## config.mk

```make
export PLATFORM = sky130hd
export DESIGN_NAME = peripheral_msi_arbiter_upsizer_wb
export DESIGN_NICKNAME = d
export VERILOG_FILES = /design/src/rtl/peripheral_msi_arbiter_upsizer_wb.sv
export SDC_FILE = /design/constraint.sdc
export NUM_CORES = 1
export LEC_CHECK = 0
export ABC_AREA = 1
export CAP_MARGIN = 20
export CORE_AREA = 2 2 179 181
export CTS_CLUSTER_DIAMETER = 100
export CTS_CLUSTER_SIZE = 30
export DETAILED_ROUTE_END_ITERATION = 16
export DIE_AREA = 0 0 181 183
export PLACE_DENSITY_LB_ADDON = 0.15
export SYNTH_ARGS = -nofsm -noshare
export SYNTH_HDL_FRONTEND = slang
export SYNTH_SLANG_ARGS = --single-unit
```

## constraint.sdc

```tcl
create_clock -name wb_clk_i -period 1.61 [get_ports wb_clk_i]
set_input_delay 0.322 -clock wb_clk_i [delete_from_list [all_inputs] [get_ports wb_clk_i]]
set_output_delay 0.322 -clock wb_clk_i [all_outputs]
set_load 0.03 [all_outputs]
```

## src/rtl/peripheral_msi_arbiter_upsizer_wb.sv

```systemverilog
`default_nettype none
// ============================================================================
// Module   : peripheral_msi_arbiter_upsizer_wb
// Function : Round-robin Wishbone arbiter with cycle-locked grant and
//            watchdog, feeding the narrow slave port of the upsizer.
// Revision : 1.0
// ============================================================================
module peripheral_msi_arbiter_upsizer_wb #(
  parameter int NUM_MASTERS = 4,
  parameter int DW          = 32,
  parameter int AW          = 32,
  parameter int TIMEOUT     = 255
) (
  input  logic                        wb_clk_i,
  input  logic                        wb_rst_i,
  input  logic [NUM_MASTERS*AW-1:0]   wbm_adr_i,
  input  logic [NUM_MASTERS*DW-1:0]   wbm_dat_i,
  input  logic [NUM_MASTERS*DW/8-1:0] wbm_sel_i,
  input  logic [NUM_MASTERS-1:0]      wbm_we_i,
  input  logic [NUM_MASTERS-1:0]      wbm_cyc_i,
  input  logic [NUM_MASTERS-1:0]      wbm_stb_i,
  input  logic [NUM_MASTERS*3-1:0]    wbm_cti_i,
  input  logic [NUM_MASTERS*2-1:0]    wbm_bte_i,
  output logic [DW-1:0]               wbm_dat_o,
  output logic [NUM_MASTERS-1:0]      wbm_ack_o,
  output logic [NUM_MASTERS-1:0]      wbm_err_o,
  output logic [NUM_MASTERS-1:0]      wbm_rty_o,
  output logic [AW-1:0]               wbs_adr_o,
  output logic [DW-1:0]               wbs_dat_o,
  output logic [DW/8-1:0]             wbs_sel_o,
  output logic                        wbs_we_o,
  output logic                        wbs_cyc_o,
  output logic                        wbs_stb_o,
  output logic [2:0]                  wbs_cti_o,
  output logic [1:0]                  wbs_bte_o,
  input  logic [DW-1:0]               wbs_dat_i,
  input  logic                        wbs_ack_i,
  input  logic                        wbs_err_i,
  input  logic                        wbs_rty_i,
  output logic [NUM_MASTERS-1:0]      grant_o
);

  localparam int c_IW = $clog2(NUM_MASTERS);
  localparam int c_SW = DW / 8;

  typedef enum logic [1:0] {
    S_IDLE = 2'd0,
    S_BUSY = 2'd1,
    S_TOUT = 2'd2
  } state_t;

  state_t                 r_state, w_state_nxt;
  logic [NUM_MASTERS-1:0] r_grant, w_grant_nxt;
  logic [c_IW-1:0]        r_gidx, w_gidx_nxt;
  logic [c_IW-1:0]        r_last, w_last_nxt;
  logic [c_IW-1:0]        w_arb_idx;
  logic                   w_arb_found;
  logic [15:0]            r_wdog, w_wdog_nxt;

  logic                   w_own_cyc, w_own_stb, w_own_we;
  logic [AW-1:0]          w_own_adr;
  logic [DW-1:0]          w_own_dat;
  logic [c_SW-1:0]        w_own_sel;
  logic [2:0]             w_own_cti;
  logic [1:0]             w_own_bte;
  logic                   w_busy, w_resp;

  // Cyclic search starting just after the last owner
  always_comb begin
    w_arb_found = 1'b0;
    w_arb_idx   = '0;
    for (int i = 1; i <= NUM_MASTERS; i++) begin
      if (!w_arb_found && wbm_cyc_i[(int'(r_last) + i) % NUM_MASTERS]) begin
        w_arb_found = 1'b1;
        w_arb_idx   = c_IW'((int'(r_last) + i) % NUM_MASTERS);
      end
    end
  end

  // One-hot AND-OR mux; an empty grant yields all-zero outputs
  always_comb begin
    w_own_cyc = 1'b0;
    w_own_stb = 1'b0;
    w_own_we  = 1'b0;
    w_own_adr = '0;
    w_own_dat = '0;
    w_own_sel = '0;
    w_own_cti = '0;
    w_own_bte = '0;
    for (int n = 0; n < NUM_MASTERS; n++) begin
      if (r_grant[n]) begin
        w_own_cyc = w_own_cyc | wbm_cyc_i[n];
        w_own_stb = w_own_stb | wbm_stb_i[n];
        w_own_we  = w_own_we  | wbm_we_i[n];
        w_own_adr = w_own_adr | wbm_adr_i[n*AW +: AW];
        w_own_dat = w_own_dat | wbm_dat_i[n*DW +: DW];
        w_own_sel = w_own_sel | wbm_sel_i[n*c_SW +: c_SW];
        w_own_cti = w_own_cti | wbm_cti_i[n*3 +: 3];
        w_own_bte = w_own_bte | wbm_bte_i[n*2 +: 2];
      end
    end
  end

  assign w_resp = wbs_ack_i | wbs_err_i | wbs_rty_i;
  assign w_busy = (r_state == S_BUSY);

  always_comb begin
    w_state_nxt = r_state;
    w_grant_nxt = r_grant;
    w_gidx_nxt  = r_gidx;
    w_last_nxt  = r_last;
    w_wdog_nxt  = '0;
    case (r_state)
      S_IDLE: begin
        if (w_arb_found) begin
          w_grant_nxt            = '0;
          w_grant_nxt[w_arb_idx] = 1'b1;
          w_gidx_nxt             = w_arb_idx;
          w_state_nxt            = S_BUSY;
        end
      end
      S_BUSY: begin
        if (!w_own_cyc) begin
          w_state_nxt = S_IDLE;
          w_grant_nxt = '0;
          w_last_nxt  = r_gidx;
        end else if (w_own_stb && !w_resp) begin
          // Expires on the TIMEOUT-th consecutive unanswered strobe cycle
          if (r_wdog == 16'(TIMEOUT - 1)) begin
            w_state_nxt = S_TOUT;
          end else begin
            w_wdog_nxt = r_wdog + 16'd1;
          end
        end
      end
      S_TOUT: begin
        if (w_own_cyc) begin
          w_state_nxt = S_BUSY;
        end else begin
          w_state_nxt = S_IDLE;
          w_grant_nxt = '0;
          w_last_nxt  = r_gidx;
        end
      end
      default: w_state_nxt = S_IDLE;
    endcase
  end

  always_ff @(posedge wb_clk_i or posedge wb_rst_i) begin
    if (wb_rst_i) begin
      r_state <= S_IDLE;
      r_grant <= '0;
      r_gidx  <= '0;
      r_last  <= c_IW'(NUM_MASTERS - 1);
      r_wdog  <= '0;
    end else begin
      r_state <= w_state_nxt;
      r_grant <= w_grant_nxt;
      r_gidx  <= w_gidx_nxt;
      r_last  <= w_last_nxt;
      r_wdog  <= w_wdog_nxt;
    end
  end

  assign wbs_cyc_o = w_busy & w_own_cyc;
  assign wbs_stb_o = w_busy & w_own_stb;
  assign wbs_we_o  = w_own_we;
  assign wbs_adr_o = w_own_adr;
  assign wbs_dat_o = w_own_dat;
  assign wbs_sel_o = w_own_sel;
  assign wbs_cti_o = w_own_cti;
  assign wbs_bte_o = w_own_bte;

  assign wbm_dat_o = wbs_dat_i;
  assign wbm_ack_o = (w_busy && wbs_ack_i) ? r_grant : '0;
  assign wbm_rty_o = (w_busy && wbs_rty_i) ? r_grant : '0;
  assign wbm_err_o = ((w_busy && wbs_err_i) || (r_state == S_TOUT)) ? r_grant : '0;
  assign grant_o   = r_grant;

endmodule
`default_nettype wire

```

# Word-level counts from Yosys, hierarchy flattened

Cells that the tools add are included.

Output and inout port bits: 124
RAM bits: 0
Latch bits: 0
ROM bits: 0
Word-level logic and storage cells: 150
Flip-flop bits (word level): 26
Input port bits: 341
Memories: 0

$mul: 0
Reductions and logical operators: 24
Muxes and demuxes: 70
Order comparisons: 6
$add $sub $neg: 5
Equality and inequality tests: 7
Bitwise operators: 33
Shift-type cells: 0
Divide/modulo/power cells: 0

Operator list:

| cell                                                                  | number |
|---|---|
| 32-bit 2-to-1 mux                                                     | 8 |
| 32-bit bitwise OR                                                     | 6 |
| 16-bit 2-to-1 mux                                                     | 4 |
| 4-bit 2-to-1 mux                                                      | 9 |
| 1-bit 2-to-1 mux                                                      | 26 |
| 2-bit 2-to-1 mux                                                      | 12 |
| 16-bit by 1-bit adder with 16-bit output (second input constant)      | 1 |
| 16-bit by 8-bit == test with 1-bit output (second input constant)     | 1 |
| 3-bit by 4-bit < comparator with 1-bit output (second input constant) | 4 |
| 3-bit 2-to-1 mux                                                      | 4 |
| 4-bit bitwise OR                                                      | 3 |
| 1-bit bitwise OR                                                      | 11 |
| 2-bit OR reduction                                                    | 5 |
| 3-bit bitwise OR                                                      | 3 |
| 1-bit binary-select mux with 2-bit select                             | 4 |
| 1-bit logical AND                                                     | 8 |
| 4-bit case mux with 2 select lines                                    | 1 |
| 3-bit by 2-bit != test with 1-bit output (second input constant)      | 2 |
| 2-bit bitwise OR                                                      | 3 |
| 2-bit case mux with 3 select lines                                    | 1 |
| 3-bit AND reduction                                                   | 2 |
| 2-bit by 1-bit adder with 2-bit output (second input constant)        | 2 |
| 2-bit adder (second input constant)                                   | 2 |
| 1-bit AND (first input constant)                                      | 4 |
| other kinds (13)                                                      | 19 |

# Longest topological paths before layout

Word-level depth: 22
Gate-level depth with buffers: 13
Depth with buffers taken out: 12

# Worst setup path after synthesis

OpenSTA, ideal clock, no wires.

Kind: flip-flop to output port
From: register r_grant[2], in the netlist grant_o[2]
To: output port wbs_adr_o[0]
Buffers on the path: 3
Path slack: -0.336 ns
Data arrival time: 1.624 ns
Data required time: 1.288 ns
Cell stages (with the launch flop): 6
Cell sequence: dfrtp_1 clkbuf_1 clkbuf_1 buf_1 nand2_1 nand4_1

Cells in the longest elaborated chain, start to end: 3

Ends and longest elaborated chain:

| item                   | RTL line | source |
|---|---|---|
| start, declared        | 53       | `logic [NUM_MASTERS-1:0] r_grant, w_grant_nxt;` |
| start signal, assigned | 158      | `r_grant <= w_grant_nxt;` |
| 32-bit 2-to-1 mux *    | 91       | `if (r_grant[n]) begin` |
| 32-bit bitwise OR      | 95       | `w_own_adr = w_own_adr \| wbm_adr_i[n*AW +: AW];` |
| 32-bit 2-to-1 mux *    | 91       |  |
| end, declared          | 28       | `output logic [AW-1:0] wbs_adr_o,` |

Mark *: on every way between the ends. The rest lies on a longest branch, timed or not.

# Final worst setup path

From: register r_grant[1], in the netlist grant_o[1]
To: output port wbs_adr_o[7]

Cells in the longest elaborated chain, start to end: 5

Ends and longest elaborated chain:

| item                | RTL line |
|---|---|
| 32-bit 2-to-1 mux * | 91 |
| 32-bit bitwise OR   | 95 |
| 32-bit 2-to-1 mux * | 91 |
| 32-bit bitwise OR   | 95 |
| 32-bit 2-to-1 mux * | 91 |

Marked as above.

==> qor.tcl <==
set qor(synthesized_netlist_cell_count) 683
set qor(clock_insertion_delay_worst_skew_ns) 0.27
set qor(num_vias) 6015
set qor(cts.sinks) 26
set qor(cts.reportedPaths.clkPinSlew_ns) 0.07
set qor(static-leakage-power_nw) 4.069
set qor(cts-htree-levels) 1
set qor(row_cnt) 65
set qor(post_synthesis_net_count) 1030
set qor(tritoncts) {done}
set qor(critPathLaunchType) {flip-flop}
set qor(crit_family) {buffers and inverters}
set qor(synthesis.yosys.warnings) 0
set qor(setup_slack_ns) -0.2371
set qor(antenna_found_initial) 1
set qor(run_status) {complete, but fails checks}
set qor(fraction_of_registers_with_async_set_reset_pct) 100.0
set qor(cp_data_required_time_ns) 1.29
set qor(nets) 1460
set qor(groute.usage.overall_pct) 15.03
set qor(route.detailed.drc) 0
set qor(worst-setup-path-type) {flip-flop to output port}
set qor(finalHoldWorstSlack_ns) 0.4124
set qor(mappedNetlistArea_um2) 3647
set qor(number_of_different_library_cells_in_the_post_synthesis_netlist) 26
set qor(synth.yosys.seq_area_share_pct) 17.91
set qor(count_of_routing_violations_after_the_opening_detailed_route_iteration) 167
set qor(die_width_um) 181
set qor(wire_per_inst_um) 18.18
set qor(place.port_buffers) 400
set qor(area.growth.synth_to_final_pct) 170.9
set qor(worst_setup_path_end_kind) {output port}
set qor(timing.final.crit_share_pct) 114.7
set qor(finish.utilization_pct) 31.64
set qor(worst_clock_skew_ns) 0.005343
set qor(starting_density_pct) 11.68
set qor(pre_cts_slack_ns) -0.2829
set qor(initial_drt_pass_iterations) 4
set qor(max_slew.worst_pin.slew_ns) 0.4111
set qor(pin_count_of_the_biggest_net_entering_global_routing) 36
set qor(clock_tree.buffer_depth) 2
set qor(synth_ff_type) {dfrtp_1}
set qor(max-vdd-ir-drop_mv) 0.6571
set qor(grt_setup_unrepaired) {true}
set qor(final-max-slew-violation-count) 0
set qor(synth_seq_cells) 26
set qor(cts_hold_buffers) 0
set qor(worst_ep_arrival_time_ns) 1.53
set qor(final_setup_violation_count) 106
set qor(totalWireLength_um) 27520
set qor(core_area_um2) 31230
set qor(max-slew-margin-rel_pct) 72.49
set qor(cap_viol_max_count) 0
set qor(crit_slowest_cell) {dfrtp_2}
set qor(detailedPlacementHpwl_um) 21360
set qor(timing.critical_path.fanout_max) 18
set qor(first_pass_grt_wire_length_um) 38300
set qor(num_io_pins) 465
set qor(clock.fmax_mhz) 541.4
set qor(synth_edf_count) 0
set qor(worstPathCellList) {buf_12, buf_12, nand2_1, nand4_1, buf_6}
set qor(gp_routability_congestion) 0.7932
set qor(cp_num_buf_inv) 3
set qor(cts-buffers-inserted) 3
set qor(final_layout_size_suffix_gt1_share_pct) 29.50
set qor(timing.final.crit_period_ns) 1.847
set qor(timing.critical_path.mode_cell) {buf_12}
set qor(synth_area_per_cell_um2) 5.340
set qor(grt_pass1_vias) 6035
set qor(crit_path_max_incr_delay_ns) 0.50
set qor(inserted_diodes) 0
set qor(violated_checks) {negative setup slack}
set qor(die_h_um) 183
set qor(globalRouteOverflowTotal) 0
set qor(route.detailed.vias_per_inst) 3.973
set qor(ant_nets) 0
set qor(final_hold_vios) 0
set qor(hp-class) {primary input to asynchronous set/reset pin}
set qor(pwr_density_cell_nw_per_um2) 1147
set qor(design.die.area_um2) 33120
set qor(root_buffer) {clkbuf_16}
## layout by cell type (no fill, tap or decap), drive strengths merged
| cell | synthesis | final |
|---|---|---|
| inv | 31 | 31 |
| a21oi | 5 | 5 |
| or3 | 1 | 1 |
| xor2 | 5 | 5 |
| nand3 | 17 | 17 |
| o22ai | 1 | 1 |
| clkbuf | 28 | 6 |
| clkdlybuf4s50 | 0 | 308 |
| dfrtp | 24 | 24 |
| bufinv | 0 | 1 |
| o21a | 1 | 1 |
| buf | 40 | 182 |
| nand4 | 79 | 79 |
| nor3 | 5 | 5 |
| xnor2 | 4 | 4 |
| a22o | 3 | 3 |
| nand2 | 373 | 373 |
| o21ai | 9 | 9 |
| dfstp | 2 | 2 |
| ha | 6 | 6 |
| a31oi | 1 | 1 |
| nor2 | 48 | 48 |
## metal layers
layer,vias up,track usage (%),routed length [um]
met1,2745,19.12,11790
met3,13,4.567,2117
li1,3036,-,-
met4,2,1.301,177
met5,-,0,13
met2,219,26.00,13420
## flip-flops by register name, summed over array words and instances, names as in the netlist
name     flops
r_last       2
r_wdog      16
r_state      2
grant_o      4
r_gidx       2
## synth_stat cells, types with 5 or more instances
cell type  number  area (um2)
nand2_1       373        1400
buf_4          34       255.2
nand4_1        79       494.2
o21ai_0         9       45.04
clkbuf_1       28       105.1
dfrtp_1        24       600.6
xor2_1          5       43.79
nor2_1         43       161.4
buf_1           6       22.52
ha_1            6       75.07
nand3_1        16       80.08
a21oi_1         5       25.02
inv_1          27       101.4
## cells by family (layout without fill, tap and decap cells)
kind of cell    count (synthesis)  after routing  share of synthesized area [%]
xor+xnor                        9              9                          2.161
buf+inv                        99            528                          13.69
simple gates                  523            523                          60.82
compound gates                 20             20                          3.362
fa+ha+maj                       6              6                          2.058
flops                          26             26                          17.91
## worst reg2reg max path: stages, from the launching register on
cell and delay [ns]:
dfrtp_2 0.50, buf_4 0.18, a22o_1 0.19, nor2_2 0.13
buf_4 0.12, buf_6 0.09, nor2_4 0.03, nand2_1 0.09
nor2_4 0.06, buf_4 0.15, nand2_1 0.05, nor2_1 0.04
## metrics by stage
stage | instances | power [W] | setup TNS (ns) | area (um2)
after global routing | 1514 | 0.01205 | -22.20 | 9881
after global placement | 1472 | 0.008797 | -5.997 | 8459
after detailed placement | 1472 | 0.008744 | -6.380 | 8459
after CTS | 1497 | 0.01052 | -17.62 | 9259
final | 1514 | 0.01133 | -15.00 | 9881
after floorplan | 683 | 0.004777 | -0.2320 | 3767
## path summary, 6_finish.rpt
path,cells past startpoint,from,slack (ns),end
worst max-delay path,5,grant_o[1],-0.24,wbs_adr_o[7]
worst min-delay path,3,wb_rst_i,0.41,r_wdog[13]
worst max register to register,11,grant_o[1],-0.11,r_wdog[14]
worst min register to register,2,r_gidx[0],0.50,r_last[0]
max in group asynchronous,3,wb_rst_i,0.88,r_last[1]
min in group wb_clk_i,2,r_gidx[0],0.50,r_last[0]
## where the power goes
| group | internal (W) | switching (W) | leakage [nW] |
|---|---|---|---|
| registers | 0.000789 | 0.000146 | 0.341 |
| logic | 0.00457 | 0.00508 | 3.68 |
| clock network | 0.000496 | 0.000251 | 0.0511 |
| total | 0.00585 | 0.00548 | 4.07 |
## cell type report
class	count	area (um2)
clock buffer	3	75.07
clock inverter	1	30.03
fill	3385	21350
inverter	31	123.9
multi-input combinational	558	3007
sequential	26	659.4
tap	402	503.0
timing repair buffer	493	5483
## timing repair
action,CTS,global route
gates resized for setup,139,124
endpoints found under the setup margin,99,115
buffers inserted,18,14
cloned,4,5
pin swaps,45,32
Note: power is estimated with default switching activity, not from simulation.
==> RTL edit, RTL diff (same settings) <==
`NUM_MASTERS`: 4 -> 2.
--- a/src/rtl/peripheral_msi_arbiter_upsizer_wb.sv
+++ b/src/rtl/peripheral_msi_arbiter_upsizer_wb.sv
@@ -6,7 +6,7 @@
 // Revision : 1.0
 // ============================================================================
 module peripheral_msi_arbiter_upsizer_wb #(
-  parameter int NUM_MASTERS = 4,
+  parameter int NUM_MASTERS = 2,
   parameter int DW          = 32,
   parameter int AW          = 32,
   parameter int TIMEOUT     = 255
Interface: changed (12 resized); port bits go from 465 to 305. The function was not compared with the original's and may differ.
==> RTL edit against the unedited design <==
  * The run still ends with setup timing left
  * Area after synthesis down 34%
  * Sequential cell count down 4
  * Worst setup slack improved by 0.13 ns
  * Design area down 42%
  * Routed wire length down 50%
  * Non-clock buffer count down 231
  * Largest power group unchanged
  * Combinational power is 34% lower
  * Clock skew decreased by 0.0023 ns
  * Power is 32% lower
==> RTL edit: results (changes against the unedited design) <==
Area contributors post-synth=a22o_1 (27%), dfrtp_1 (22%), buf_4 (11%) (was nand2_1 (38%), dfrtp_1 (16%), nand4_1 (14%)); clock skew=0.003010 ns (was 0.005343 ns); Worst Tran Pin Value=0.2980 ns (was 0.4111 ns); R2R cell count=8 (was 11); maximum vdd drop=0.3089 mV (was 0.6571 mV); vias in the first global route=3331 (was 6035); via count=3163 (was 6015); 1st-iter DRT viols=76 (was 167); Fillers=3476 (was 3385); LEAKAGE=2.364 nW (was 4.069 nW); register area share after synthesis=22.81% (was 17.91%); Port Buffer Count=240 (was 400); layout cell share with drive strength beyond 1=40.22% (was 29.50%); Nets=738 (was 1460); R2R setup slack=0.12 ns (was -0.11 ns); hpwl dp=11560 um (was 21360 um); DR WL met2=7363 um (was 13420 um); worst hold slack=0.4102 ns (was 0.4124 ns); Wirelength per Cell=14.55 um (was 18.18 um); met3 wire len=1126 um (was 2117 um); outcome=finished, violations left (unchanged); # setup viols final=81 (was 106); Setup WS post-layout=-0.1065 ns (was -0.2371 ns); GPL Wtd Cong=0.7620 (was 0.7932); final setup TNS=-5.947 ns (was -15.00 ns); GRT Util Overall=7.837% (was 15.03%); Int Power=4.140 mW (was 5.854 mW); Syn Nets=521 (was 1030); Critical Path Sink=wbs_sel_o[3] (was wbs_adr_o[7]); Place WS=-0.1190 ns (was -0.2829 ns); CP Max Fanout=26 (was 18); CTS buffer count=3 (unchanged); top sig layer=met4 (was met5); largest net degree at the start of global routing=30 (was 36); failing checks=setup timing (unchanged); minimum clock period=1.716 ns (was 1.847 ns); Worst EP arrival=1.39 ns (was 1.53 ns); origin of the worst setup path=grant_o[0] (was grant_o[1])
RTL edit: cell count changes in the layout (fill, tap and decap cells not counted), sizes merged, moves of 2 or more:
cell,delta
clkbuf,-2
xnor2,-4
nand2,-318
xor2,-3
clkdlybuf4s50,-152
buf,-76
nand4,-76
nor3,+10
a22o,+71
nand3,-6
nor2,-8
dfrtp,-3
RTL edit: stage by stage:
step	instance area, sq um	cells
global placement	5393	934
floorplan	2541	326
CTS	5694	940
finish	5758	944
global route	5758	944
detailed placement	5393	934
RTL edit: kinds of logic after synthesis:
family / synth area share [%]
fa+ha+maj: 3.104
flops: 22.81
simple gates: 24.06
mux: 0.4656
xor+xnor: 0.7244
compound gates: 30.32
buf+inv: 18.52
RTL edit: what timing repair did:
item,4_1_cts,5_1_grt
buffers inserted,2,4
setup endpoints to repair,82,90
pin swaps,4,4
resized for setup,53,5
RTL edit: final cells by class:
type / count / share of cell area, %
timing repair buffer: 262 / 50.07
multi-input combinational: 222 / 27.81
sequential: 22 / 9.626
clock buffer: 4 / 1.543
inverter: 32 / 2.216
tap: 402 / 8.735
RTL edit: critical path, delay by kind of cell (launching register included):
kind,cells,cell delay (ns)
buffers and inverters,2,0.36
AOI/OAI and AO/OA,1,0.27
DFF,1,0.50
RTL edit: per-layer routing:
layer / global-route usage (%) / up-vias
li1: - / 1535
met1: 8.367 / 1465
met2: 15.49 / 148
met3: 2.224 / 15
met4: 1.138 / 0
met5: 0 / -
RTL edit: power groups by stage:
stage          sequential [mW]  combinational (mW)  clock (mW)
2_1_floorplan            0.722                3.29           0
3_3_place_gp             0.755                5.96           0
3_5_place_dp             0.753                5.95           0
4_1_cts                  0.759                6.39       0.612
5_1_grt                  0.769                6.69       0.636
6_report                 0.753                6.35       0.588
